--- src/rtl/alu_pkg.sv ---
// Shared definitions for the byte-serial floating-point ALU port: host driver
// states, opcodes, operand framing and the ALU core's own state encoding.
package alu_pkg;

    typedef enum logic [2:0] {
        IDLE,
        START,
        SEND,
        WAIT_DONE,
        RECV,
        RESP
    } host_state_e;

    localparam logic [1:0] OP_ADD = 2'b00;
    localparam logic [1:0] OP_SUB = 2'b01;

    localparam int BYTES_PER_OPERAND = 4;
    localparam int BYTES_PER_REQUEST = 2 * BYTES_PER_OPERAND;

    // The ALU core's own FSM encoding, kept here so host, core and bench agree.
    typedef enum logic [1:0] {
        ALU_IDLE,
        ALU_LOAD,
        ALU_EXECUTE,
        ALU_OUTPUT
    } alu_state_e;

    function automatic logic is_supported_op(input logic [1:0] op);
        return (op == OP_ADD) || (op == OP_SUB);
    endfunction

endpackage

--- src/rtl/alu_host_driver.sv ---
// Host-side initiator for the byte-serial ALU: serializes an operand pair
// LSB-first behind a start pulse and reassembles the four result bytes.
module alu_host_driver
    import alu_pkg::*;
#(
    parameter int TIMEOUT_CYCLES = 16
) (
    input  logic        clk,
    input  logic        rst,
    input  logic        req_valid,
    output logic        req_ready,
    input  logic [31:0] req_a,
    input  logic [31:0] req_b,
    input  logic [1:0]  req_op,
    output logic        rsp_valid,
    input  logic        rsp_ready,
    output logic [31:0] rsp_result,
    output logic        rsp_error,
    output logic [7:0]  alu_in,
    output logic [1:0]  alu_opcode,
    output logic        alu_start,
    input  logic [7:0]  alu_out,
    input  logic        alu_done
);

    localparam int TW = $clog2(TIMEOUT_CYCLES + 1);
    localparam logic [2:0] LAST_SEND_BYTE = 3'(BYTES_PER_REQUEST - 1);
    localparam logic [1:0] LAST_RECV_BYTE = 2'(BYTES_PER_OPERAND - 2);
    localparam logic [TW-1:0] TIMEOUT_LAST = TW'(TIMEOUT_CYCLES - 1);

    host_state_e        state_reg;
    logic [63:0]        operand_reg;
    logic [2:0]         byte_cnt_reg;
    logic [1:0]         recv_cnt_reg;
    logic [TW-1:0]      timeout_cnt_reg;
    logic [23:0]        result_reg;
    logic               done_q;
    logic               done_edge;

    // Only a fresh rising edge counts; a level left over from earlier is stale.
    assign done_edge = alu_done && !done_q;

    always_ff @(posedge clk) begin
        if (rst) begin
            state_reg       <= IDLE;
            req_ready       <= 1'b1;
            rsp_valid       <= 1'b0;
            rsp_error       <= 1'b0;
            rsp_result      <= '0;
            alu_start       <= 1'b0;
            alu_in          <= '0;
            alu_opcode      <= '0;
            operand_reg     <= '0;
            byte_cnt_reg    <= '0;
            recv_cnt_reg    <= '0;
            timeout_cnt_reg <= '0;
            result_reg      <= '0;
            done_q          <= 1'b0;
        end else begin
            done_q <= alu_done;
            case (state_reg)
                IDLE: begin
                    if (req_valid) begin
                        operand_reg <= {req_b, req_a};
                        alu_opcode  <= req_op;
                        alu_start   <= 1'b1;
                        req_ready   <= 1'b0;
                        state_reg   <= START;
                    end
                end

                START: begin
                    alu_start    <= 1'b0;
                    alu_in       <= operand_reg[7:0];
                    operand_reg  <= operand_reg >> 8;
                    byte_cnt_reg <= '0;
                    state_reg    <= SEND;
                end

                SEND: begin
                    byte_cnt_reg <= byte_cnt_reg + 3'd1;
                    if (byte_cnt_reg == LAST_SEND_BYTE) begin
                        alu_in          <= '0;
                        timeout_cnt_reg <= '0;
                        state_reg       <= WAIT_DONE;
                    end else begin
                        alu_in      <= operand_reg[7:0];
                        operand_reg <= operand_reg >> 8;
                    end
                end

                WAIT_DONE: begin
                    if (done_edge) begin
                        result_reg   <= {alu_out, result_reg[23:8]};
                        recv_cnt_reg <= '0;
                        state_reg    <= RECV;
                    end else if (timeout_cnt_reg == TIMEOUT_LAST) begin
                        rsp_valid  <= 1'b1;
                        rsp_error  <= 1'b1;
                        rsp_result <= '0;
                        state_reg  <= RESP;
                    end else begin
                        timeout_cnt_reg <= timeout_cnt_reg + 1'b1;
                    end
                end

                RECV: begin
                    // Bytes arrive on fixed consecutive cycles; done is not re-examined.
                    recv_cnt_reg <= recv_cnt_reg + 2'd1;
                    if (recv_cnt_reg == LAST_RECV_BYTE) begin
                        rsp_result <= {alu_out, result_reg};
                        rsp_error  <= 1'b0;
                        rsp_valid  <= 1'b1;
                        state_reg  <= RESP;
                    end else begin
                        result_reg <= {alu_out, result_reg[23:8]};
                    end
                end

                RESP: begin
                    if (rsp_ready) begin
                        rsp_valid  <= 1'b0;
                        rsp_error  <= 1'b0;
                        alu_opcode <= '0;
                        req_ready  <= 1'b1;
                        state_reg  <= IDLE;
                    end
                end

                default: begin
                    state_reg <= IDLE;
                    req_ready <= 1'b1;
                end
            endcase
        end
    end

endmodule

--- config.mk ---
export PLATFORM = sky130hd
export DESIGN_NAME = alu_host_driver
export DESIGN_NICKNAME = d
export VERILOG_FILES = /design/src/rtl/alu_pkg.sv /design/src/rtl/alu_host_driver.sv
export SDC_FILE = /design/constraint.sdc
export NUM_CORES = 1
export LEC_CHECK = 0
export CAP_MARGIN = 20
export CORE_UTILIZATION = 25
export CTS_CLUSTER_SIZE = 40
export DETAILED_ROUTE_END_ITERATION = 8
export PLACE_DENSITY = 0.44
export REMOVE_ABC_BUFFERS = 1
export SLEW_MARGIN = 40
export SYNTH_ARGS = -nofsm -noshare
export SYNTH_HDL_FRONTEND = slang
export SYNTH_SLANG_ARGS = --single-unit
--- constraint.sdc ---
create_clock -name clk -period 2.1 [get_ports clk]
set_input_delay 0.42 -clock clk [delete_from_list [all_inputs] [get_ports clk]]
set_output_delay 0.42 -clock clk [all_outputs]
set_load 0.03 [all_outputs]
* Word-level counts from Yosys, hierarchy flattened
Index checks and enable logic that the tools add are counted.
Widths: inputs -> output; s select.
** Storage, ports and cells
- Bits in registers :: 148
- Input port bits :: 79
- Output and inout port bits :: 46
- Word-level logic and storage cells :: 99
** Cells by class
- Add/sub/neg operators :: 3
- Eq/ne operators :: 19
- Mux-type cells :: 41
- Bitwise operators :: 1
- Reductions and logical operators :: 21
** Operators with widths (number)
- $pmux 64 s3 :: 1
- $mux 64 :: 2
- $mux 32 :: 3
- $pmux 32 s2 :: 1
- $mux 24 :: 2
- $pmux 24 s2 :: 1
- $ne 2x2->1 const B :: 10
- $mux 3 :: 6
- $pmux 3 s6 :: 1
- $pmux 8 s2 :: 1
- $mux 5 :: 3
- $reduce_and 3->1 :: 4
- $pmux 5 s2 :: 1
- $reduce_and 5->1 :: 2
- $reduce_bool 2->1 :: 5
- $eq 3x3->1 const B :: 3
- $pmux 1 s3 :: 3
- $mux 1 :: 8
- $mux 8 :: 1
- $pmux 2 s2 :: 2
- $reduce_and 4->1 :: 2
- $eq 3x2->1 const B :: 2
- $mux 2 :: 3
- $pmux 3 s2 :: 1
- other kinds (15) :: 17

* Depth between registers and ports, before layout
- Depth after elaboration :: 4
- Depth in mapped cells :: 8
- Mapped depth without buffers :: 7

* Worst setup path after synthesis
Ideal clock, no wire load.
- Path kind :: flip-flop to flip-flop
- Start :: register byte_cnt_reg[0]
- End :: register operand_reg[56]
- Library setup time :: 65 ps
- Arrival time :: 1811 ps
- Data required time :: 2035 ps
- Path slack :: 224 ps
- Cell stages (with the launch flop) :: 8
- Buffers on the path :: 1
- Clock period less this slack :: 1876 ps
- Cell sequence :: dfxtp_1 -> ha_1 -> ha_1 -> or3b_1 -> a21oi_2 -> buf_4 -> mux2_2 -> nor2_1
** Between the ends
- Word-level cells in the longest chain between the ends :: 3
** RTL lines
- from (decl) :: RTL line alu_host_driver.sv:33 : logic [2:0] byte_cnt_reg;
- from (signal assigned) :: RTL line alu_host_driver.sv:81 : byte_cnt_reg <= byte_cnt_reg + 3'd1;
- $eq 3x3->1 :: RTL line alu_host_driver.sv:82 : if (byte_cnt_reg == LAST_SEND_BYTE) begin
- $ne 2x2->1 (no source line)
- $reduce_and 3->1 (no source line)
- to (signal assigned) :: RTL line alu_host_driver.sv:64 : operand_reg <= {req_b, req_a};
- to (signal assigned) :: RTL line alu_host_driver.sv:75 : operand_reg <= operand_reg >> 8;
- to (signal assigned) :: RTL line alu_host_driver.sv:88 : operand_reg <= operand_reg >> 8;
- to (decl) :: RTL line alu_host_driver.sv:32 : logic [63:0] operand_reg;
No other way between the ends.
A chain may end at the register's enable or synchronous reset.

* Final worst setup path
- Start :: register byte_cnt_reg[0]
- End :: register operand_reg[61]
Same word-level chain as after synthesis.

==> summary.txt <==
Worst Path Required - 2450 ps
dominant cells by area after synthesis - dfxtp_1 (49%), nand2_1 (12%), a311oi_1 (8.3%), nor2_1 (6.6%), a22oi_1 (4.3%)
clk root buf - clkbuf_16
Via density - 4.482
layout cell share with drive strength beyond 1 - 0.1070
Rel. slew slack - 0.7128
routed via count - 5284
# clock sinks - 148
Die W - 157.0 um
Power Density - 992.2 mW/mm^2
initial antenna violation count - 0
top cell type's share of synthesized area - 0.4933
most common cell after layout, fill and taps aside - nand2_1
DRT antenna net count - 0
hold crit path type - in -> reg
Antenna Cells - 0
first-pass GRT wire length - 25.28 mm
crit path DAT - 2410 ps
GP Congestion - 0.7115
drt drc - 0
FP Rows - 56
fin crit share - 0.9810
synthesized cell area - 0.006006 mm^2
status - completed
CTS tree - yes
most frequent cells in the layout - nand2_1 (184), dfxtp_1 (146), clkdlybuf4s50_1 (123)
ys flop type - dfxtp_1
critical path capture point type - flop
Ports - 125
#FFs+latches synth - 148
die height - 157.0 um
Core Area - 0.02354 mm^2
peak supply drop - 432.9 uV
total of max-cap violations - 0
setup repair after global routing missed its margin - yes
grt total ovfl - 0
CTS Buffer Depth - 2
Fin Hold WS - 388.1 ps
Hold Buf Count CTS - 0
Post-synth EDFFs - 0
Die Area - 0.02465 mm^2
DR iter-0 viols - 308
clock latency on the worst-skew pair - 420 ps
dpl hpwl - 10.36 mm
Final nets - 932
WL final - 16.54 mm
total track usage - 0.1318
critical path peak fanout - 8
Syn. warnings - 0
Crit Path Category - reg -> reg
Finish-stage setup viols - 0
largest net degree at the start of global routing - 65
IO buf count - 124
Min Clock Period, post-route - 2060 ps
Post-Synthesis Cells - 725
Setup Skew - 8.996 ps
Critical Path Source Type - flop
FFs w/ async S/R, synth - 0
Hold Vio Cnt, Final - 0
Routed WL per cell - 14.03 um
Syn Area/Cell - 8.284 um^2
Starting Density - 0.2551
# fillers - 2513
Largest register FFs - 64
first drt pass iteration count - 4
Max Slew Vio Count - 0
CTS buffer count - 17
Static Leak - 0.003090 uW
worst-margin pin slew - 430.9 ps
dpl cell area - 0.007720 mm^2
count of unique library cells instantiated by Yosys - 48
Area growth syn-to-layout - 41.54%
fin area - 0.008501 mm^2
cell accounting for the most synthesized area - dfxtp_1
H-Tree Depth - 4
clk slew on worst S/H paths - 60 ps
fmax - 485.4 MHz
vias in the first global route - 4791
sequential fraction of the synthesis area - 0.4933
[what timing repair did]
action / 4_1_cts / 5_1_grt
resized for setup: 0 / 12
setup buffers: 0 / 5
setup endpoints to repair: 0 / 54
[report_power, final]
| group | leakage [uW] | switching [uW] | internal, uW | total, uW |
|---|---|---|---|---|
| combinational | 0.00159 | 1070 | 935 | 2000 |
| sequential | 0.00121 | 167 | 3140 | 3310 |
| clock | 0.000289 | 1230 | 1900 | 3120 |
[final cells by class]
| type | count | area [um^2] | share of cell area |
|---|---|---|---|
| Timing Repair Buffer | 164 | 1764 | 0.2075 |
| Clock buffer | 19 | 442.9 | 0.05210 |
| Multi-Input combinational cell | 505 | 2729 | 0.3210 |
| Inverter | 12 | 45.04 | 0.005299 |
| Tap cell | 319 | 399.1 | 0.04695 |
| Sequential cell | 148 | 2965 | 0.3488 |
| Clock inverter | 12 | 155.1 | 0.01825 |
[metal layers]
layer / global-route usage / routed length (um) / vias to the layer above
met1: 0.1786 / 8300 / 2419
li1: - / - / 2764
met4: 0.04062 / 137 / 0
met2: 0.2034 / 7468 / 93
met3: 0.03387 / 637 / 8
met5: 0 / 0 / -
[synthesized netlist by cell type, types with 2 or more instances]
cell       count
a211oi_1       2
a21oi_1       42
a22oi_1       34
a2bb2oi_1      3
a311oi_1      57
and3_1         3
and4b_1        2
buf_2         27
buf_6          5
clkbuf_1      26
dfxtp_1      148
ha_1           5
inv_1         12
mux2_2         8
mux2i_1        2
nand2_1      184
nand2b_1       4
nand3_1        7
nor2_1       106
nor2b_1        5
nor3_1         2
o211ai_1       2
o21ai_0       10
o21bai_1       2
o221ai_1       2
or3_1          2
xnor2_1        2
[kinds of logic after synthesis]
| kind of cell | Yosys count | synth area share |
|---|---|---|
| xor+xnor | 3 | 0.005626 |
| fa+ha+maj | 5 | 0.01042 |
| flops | 148 | 0.4933 |
| compound gates | 164 | 0.1979 |
| buf+inv | 72 | 0.05750 |
| mux | 10 | 0.01833 |
| simple gates | 323 | 0.2169 |
[worst max-delay path, stage by stage, from the launching register on]
cell and delay [ps]:
dfxtp_2 320, ha_2 180, ha_2 180, or3b_4 380, a21oi_4 240, buf_12 190
buf_4 110, mux2_2 310, nor2_1 80
[through the flow]
step / setup WS [ps] / utilization / TNS (ps) / total power, uW / cells
floorplan: -2045 / - / -143250 / 4404 / 665
global placement: 66.90 / 0.3279 / 0 / 5188 / 1139
detailed placement: 34.04 / 0.3279 / 0 / 5197 / 1139
CTS: 20.41 / 0.3533 / 0 / 8371 / 1170
global route: -26.99 / 0.3611 / -67.15 / 8921 / 1179
finish: 39.86 / 0.3611 / 0 / 8435 / 1179
[path summary, 6_finish.rpt]
check	from	end	slack (ps)	cells after the start
max reg2reg	byte_cnt_reg[0]	operand_reg[61]	40	8
min reg2reg	result_reg[6]	result_reg[6]	450	2
min	rst	operand_reg[58]	390	2
max	byte_cnt_reg[0]	operand_reg[61]	40	8
No activity file was read; power rests on OpenSTA's default activity.
